### src/rtl/lock_supervisor.sv
// Supervisor for the 3-bit serial combination-lock engine: sequences the
// engine's valid/reset, holds the key, counts consecutive failures, imposes a
// timed lockout and holds the door open for a bounded time.
module lock_supervisor #(
  parameter int unsigned         KEY_W       = 3,
  parameter int unsigned         MAX_FAILS   = 3,
  parameter int unsigned         LOCKOUT_CYC = 16,
  parameter int unsigned         UNLOCK_CYC  = 8,
  parameter logic [KEY_W-1:0]    DEFAULT_KEY = 3'b101
) (
  input  logic                               clk,
  input  logic                               reset,
  input  logic                               att_unlock,
  input  logic                               att_error,
  input  logic                               prog_req,
  input  logic [KEY_W-1:0]                   prog_key,
  input  logic                               relock,
  output logic                               lock_valid,
  output logic                               lock_rst,
  output logic [KEY_W-1:0]                   lock_key,
  output logic                               door_open,
  output logic                               locked_out,
  output logic [$clog2(MAX_FAILS+1)-1:0]     fail_cnt,
  output logic [2:0]                         sup_state
);

  localparam int unsigned FW   = $clog2(MAX_FAILS + 1);
  localparam int unsigned TMAX = (LOCKOUT_CYC > UNLOCK_CYC) ? LOCKOUT_CYC : UNLOCK_CYC;
  localparam int unsigned TW   = $clog2(TMAX + 1);

  typedef enum logic [2:0] {
    S_CLEAR   = 3'd0,
    S_ARMED   = 3'd1,
    S_OPEN    = 3'd2,
    S_PROG    = 3'd3,
    S_LOCKOUT = 3'd4
  } state_t;

  state_t           state_q, state_d;
  logic [FW-1:0]    fail_q, fail_d, fail_inc;
  logic [TW-1:0]    timer_q, timer_d;
  logic [KEY_W-1:0] key_q, key_d;

  assign fail_cnt = fail_q;
  assign lock_key = key_q;

  // Next-state, failure counter, timer and key update.
  always_comb begin
    state_d  = state_q;
    fail_d   = fail_q;
    timer_d  = timer_q;
    key_d    = key_q;
    fail_inc = (fail_q == FW'(MAX_FAILS)) ? fail_q : fail_q + FW'(1);
    case (state_q)
      S_CLEAR: state_d = S_ARMED;
      S_ARMED: begin
        // Error wins over a simultaneous unlock indication.
        if (att_error) begin
          fail_d = fail_inc;
          if (fail_inc == FW'(MAX_FAILS)) begin
            state_d = S_LOCKOUT;
            timer_d = TW'(LOCKOUT_CYC - 1);
          end else begin
            state_d = S_CLEAR;
          end
        end else if (att_unlock) begin
          state_d = S_OPEN;
          fail_d  = '0;
          timer_d = TW'(UNLOCK_CYC - 1);
        end
      end
      S_OPEN: begin
        // Relock wins over a simultaneous programming request.
        if (relock || timer_q == '0) begin
          state_d = S_CLEAR;
          timer_d = '0;
        end else begin
          timer_d = timer_q - TW'(1);
          if (prog_req) state_d = S_PROG;
        end
      end
      S_PROG: begin
        key_d   = prog_key;
        state_d = S_CLEAR;
        timer_d = '0;
      end
      S_LOCKOUT: begin
        if (timer_q == '0) begin
          state_d = S_CLEAR;
          fail_d  = '0;
        end else begin
          timer_d = timer_q - TW'(1);
        end
      end
      default: state_d = S_CLEAR;
    endcase
  end

  // State/counter registers plus outputs decoded from the next state so the
  // outputs are registered yet track the state with no extra cycle.
  always_ff @(posedge clk) begin
    if (reset) begin
      state_q    <= S_CLEAR;
      fail_q     <= '0;
      timer_q    <= '0;
      key_q      <= DEFAULT_KEY;
      lock_valid <= 1'b1;
      lock_rst   <= 1'b1;
      door_open  <= 1'b0;
      locked_out <= 1'b0;
      sup_state  <= S_CLEAR;
    end else begin
      state_q    <= state_d;
      fail_q     <= fail_d;
      timer_q    <= timer_d;
      key_q      <= key_d;
      lock_valid <= (state_d == S_CLEAR) || (state_d == S_ARMED);
      lock_rst   <= (state_d == S_CLEAR);
      door_open  <= (state_d == S_OPEN) || (state_d == S_PROG);
      locked_out <= (state_d == S_LOCKOUT);
      sup_state  <= state_d;
    end
  end

endmodule

### config.mk
export PLATFORM = sky130hd
export DESIGN_NAME = lock_supervisor
export DESIGN_NICKNAME = d
export VERILOG_FILES = /design/src/rtl/lock_supervisor.sv
export SDC_FILE = /design/constraint.sdc
export NUM_CORES = 1
export LEC_CHECK = 0
export ABC_AREA = 0
export BUFFER_PORTS_ARGS = -buffer_cell sky130_fd_sc_hd__buf_4
export CORE_ASPECT_RATIO = 0.8
export CORE_MARGIN = 3
export CORE_UTILIZATION = 38
export CTS_BUF_LIST = sky130_fd_sc_hd__clkbuf_8
export DETAILED_ROUTE_END_ITERATION = 7
export GPL_TIMING_DRIVEN = 0
export MAX_ROUTING_LAYER = met4
export PLACE_DENSITY = 0.58
export SKIP_LAST_GASP = 1
export SYNTH_ARGS = -nofsm -noshare
export SYNTH_HDL_FRONTEND = slang
export SYNTH_SLANG_ARGS = --single-unit
### constraint.sdc
create_clock -name clk -period 3.9 [get_ports clk]
set_input_delay 0 -clock clk [delete_from_list [all_inputs] [get_ports clk]]
set_output_delay 0 -clock clk [all_outputs]
set_load 0.03 [all_outputs]
==> out/summary.log <==
INFO  timing         setup_total_negative_slack=0ns
INFO  synthesis      synthDominantAreaCellType=dfxtp_1
INFO  global_routing grt_total_ovfl=0
INFO  global_routing via_count_of_the_first_global_routing_pass=721
INFO  synthesis      synth_top_cell_area_share=39.7%
INFO  routing        antenna_violating_nets_post_route=0
INFO  place          place.detailed.hpwl=1.43mm
INFO  setup_path     timing.rr.end=timer_q[4]$_SDFFE_PP0P_
INFO  hold_path      holdCritStartpoint=prog_key[0]
INFO  hold_path      min_to=lock_key[0]$_SDFFE_PP1P_
INFO  timing         final_period_minus_worst_setup_slack=1.82ns
INFO  timing         slew_headroom=64.1%
INFO  pwr            p_sw_share=28.1%
INFO  routing        post_route_drc=0
INFO  finish         n_antenna_cell=0
INFO  floorplan      floorplan.die_area=2870um^2
INFO  place          placement.setup.worst_slack=2.10ns
INFO  synthesis      synth.lib_cells_used.distinct=41
INFO  timing         report.final.hold_viol_count=0
INFO  setup_path     worstReg2RegStart=timer_q[0]$_SDFFE_PP0P_
INFO  clock_network  numCtsBuffers=3
INFO  global_routing grt_start_max_net_pins=11
INFO  global_routing gr-usage-all-layers=16.0%
INFO  synthesis      netlist_top_cells_count=dfxtp_1, a21oi_1, nor2_1, inv_1, nand2_1
INFO  global_routing first_pass_grt_wire_length=3.39mm
INFO  pwr            power.switching=0.113mW
INFO  clock_network  tritoncts=built
INFO  setup_path     timing_worst_setup_path_type=flop to flop
INFO  pwr            share_comb_of_total_power=19.8%
INFO  clock_network  cts.htree.levels=1
INFO  timing         number_of_max_slew_violations_in_the_final_report=0
INFO  synthesis      ys.flop_type=dfxtp_1
INFO  clock_network  cts.sinks=17
INFO  setup_path     critPathArrivalTime=1.94ns
INFO  routing        detail_route.wl_per_cell=13.7um
INFO  pwr            power.static_leakage=0.463nW
INFO  clock_network  cts_hold_buf=2
INFO  hold_path      hold-path-cell-count=3
INFO  synthesis      synth_most_common_cell=dfxtp_1
INFO  clock_network  cts_root_buffer=clkbuf_8
INFO  global_routing grtUsageMet1=23.5%
INFO  floorplan      pin_count=21
INFO  clock_network  clk_path_buf_depth=2
INFO  place          dpl.cell_count=134
INFO  timing         worstMarginPinSlew=0.531ns
INFO  place          gpl.final_weighted_congestion=0.753
INFO  synthesis      synth_area=858um^2
INFO  clock_network  cts.reportedPaths.clkPinSlew=0.07ns
INFO  finish         final_design_area_no_fill=1100um^2
INFO  synthesis      asyncSetResetFlopFracSynth=0%
INFO  setup_path     setup.worst_path.start_class=flop
INFO  floorplan      row_count=14
INFO  global_routing met3_usage=6.12%
INFO  routing        wirelength=1.92mm
INFO  setup_path     worst-r2r-setup-slack=2.08ns
INFO  timing         fin_crit_sh=46.6%
INFO  pwr            power.internal=0.290mW
INFO  pwr            power_density=364nW/um^2
INFO  status         run_status=finished, final reports clean
INFO  global_routing global_route.usage.met2=19.1%
INFO  routing        route.vias.total=757
INFO  setup_path     path_max_fanout=6
INFO  finish         layoutNonFillerInstCount=140
INFO  synthesis      leading_cell_types_by_total_area_after_synthesis=dfxtp_1, a21oi_1, nor3b_1
INFO  routing        via_per_inst=5.41
INFO  global_routing grt_most_used_layer=met1
INFO  floorplan      initial_utilization=42.6%
INFO  synthesis      sequential_share_of_the_synthesized_area=39.7%
INFO  place          buffer_ports.inserted=20
INFO  finish         num-nets-final=127
INFO  synthesis      number_of_register_bits_inferred_by_synthesis=17
INFO  pwr            vdd.ir_drop.worst=245uV
INFO  synthesis      synth-warning-count=0
INFO  routing        detailedRoute.firstIterationViolations=31
INFO  floorplan      die_h=48.5um
INFO  synthesis      number_of_enable_type_register_cells_in_the_synthesized_netlist=0
INFO  timing         worst_clock_skew=0.00119ns
INFO  floorplan      core=2010um^2
INFO  pwr            clock_power_share=33.2%
INFO  synthesis      mappedNetlistNets=100
INFO  finish         layout_overhead_on_the_synthesized_area=28.7%
INFO  setup_path     crit_end_category=flop
INFO  finish         util_after_layout=54.8%
INFO  clock_network  postCtsResizedCells=0
INFO  run            max-cap-violations=0
INFO  setup_path     worst_path_required=4.02ns
INFO  place          place_area=1040um^2
INFO  timing         maxClockFrequency=550MHz
INFO  routing        drtPass1Iterations=4
INFO  timing         timing.final.ws_setup=2.08ns
INFO  finish         final.fill_count=186
INFO  setup_path     path_depth_of_the_worst_reg2reg_path=6
INFO  floorplan      die_width=59.1um
INFO  finish         proportion_of_layout_cells_with_a_drive_suffix_above_1=34.5%
INFO  clock_network  clock_latency=0.26ns
INFO  timing         rsz0062_at_grt=no
INFO  global_routing antenna_violations_before_repair=0
INFO  synthesis      netlist_instances=90
INFO  hold_path      timing.hold.worst.class=primary input to flop
INFO  timing         setup_viol_count_final=0
INFO  synthesis      synthesis.area_per_instance=9.54um^2
INFO  pwr            p_seq_share=47.0%
INFO  clock_network  postCtsSetupBuffers=0
## worst max-delay path by stage
stage	start	endpoint	slack, ns	cells past startpoint
floorplan	timer_q[0]$_SDFFE_PP0P_	timer_q[3]$_SDFFE_PP0P_	2.25	6
global placement	timer_q[0]$_SDFFE_PP0P_	timer_q[4]$_SDFFE_PP0P_	2.11	6
detailed placement	timer_q[0]$_SDFFE_PP0P_	timer_q[1]$_SDFFE_PP0P_	2.10	6
CTS	timer_q[0]$_SDFFE_PP0P_	timer_q[3]$_SDFFE_PP0P_	2.08	6
global route	timer_q[0]$_SDFFE_PP0P_	timer_q[4]$_SDFFE_PP0P_	1.94	6
finish	timer_q[0]$_SDFFE_PP0P_	timer_q[4]$_SDFFE_PP0P_	2.08	6
## layer usage
| metal | wire length [um] | share of wire (%) |
|---|---|---|
| met1 | 1020 | 53 |
| met2 | 704 | 37 |
| met3 | 152 | 7.9 |
| met4 | 38 | 2.0 |
| met5 | 0 | 0 |
## sequential cells by signal, indices dropped and copies added (netlist names)
name,cells
lock_valid,1
state_q,3
fail_cnt,2
lock_key,3
timer_q,5
locked_out,1
lock_rst,1
door_open,1
## kinds of logic (layout without fill, tap and decap cells)
logic type               count (synthesis)  after routing  share of synthesized area, %
buffers and inverters                    8             34                          3.64
multiplexers                             1              1                          1.31
flip-flops                              17             17                          39.7
AO/OA/AOI/OAI                           29             29                          27.0
adder cells (fa/ha/maj)                  1              1                          1.46
AND/OR/NAND/NOR                         34             34                          27.0
## area by class of cell
class / instances / area (um^2) / share of cell area, %
Inverter: 6 / 22.5 / 2.04
Clock inverter: 1 / 5.00 / 0.453
Timing Repair Buffer: 22 / 170 / 15.4
Tap cell: 24 / 30.0 / 2.72
Clock buffer: 3 / 41.3 / 3.74
Multi-Input combinational cell: 65 / 487 / 44.1
Sequential cell: 17 / 340 / 30.8
Buffer: 2 / 8.76 / 0.793
## power groups by stage
stage          combinational (mW)  sequential (mW)  clock (mW)
2_1_floorplan              0.0450            0.200           0
3_3_place_gp               0.0775            0.193           0
3_5_place_dp               0.0778            0.193           0
4_1_cts                    0.0800            0.189       0.139
5_1_grt                    0.0876            0.191       0.145
6_report                   0.0798            0.189       0.134
## cell usage in the layout, fill, tap and decap left out, types with 2 or more instances in the layout
| cell type | count |
|---|---|
| a211o_1 | 2 |
| a211oi_1 | 2 |
| a21oi_1 | 8 |
| a2bb2oi_1 | 3 |
| and3_1 | 2 |
| buf_4 | 20 |
| clkbuf_8 | 3 |
| dfxtp_1 | 17 |
| dlygate4sd3_1 | 2 |
| inv_1 | 6 |
| nand2_1 | 6 |
| nor2_1 | 7 |
| nor3_2 | 2 |
| nor3b_1 | 4 |
| o21ai_0 | 2 |
## worst max-delay path, stage by stage, from the launching register on
cell       delay [ns]
dfxtp_1          0.31
inv_1            0.09
ha_1             0.27
or4b_4           0.53
a21bo_2          0.26
a2bb2oi_1        0.16
nor3b_1          0.07
## metrics by stage
step / power [mW] / hold WS [ns]
floorplan: 0.245 / 0.0888
global placement: 0.270 / 0.241
detailed placement: 0.271 / 0.236
CTS: 0.408 / 0.0575
global route: 0.424 / 0.0785
finish: 0.403 / 0.0599
(Power assumes the default switching activity.)
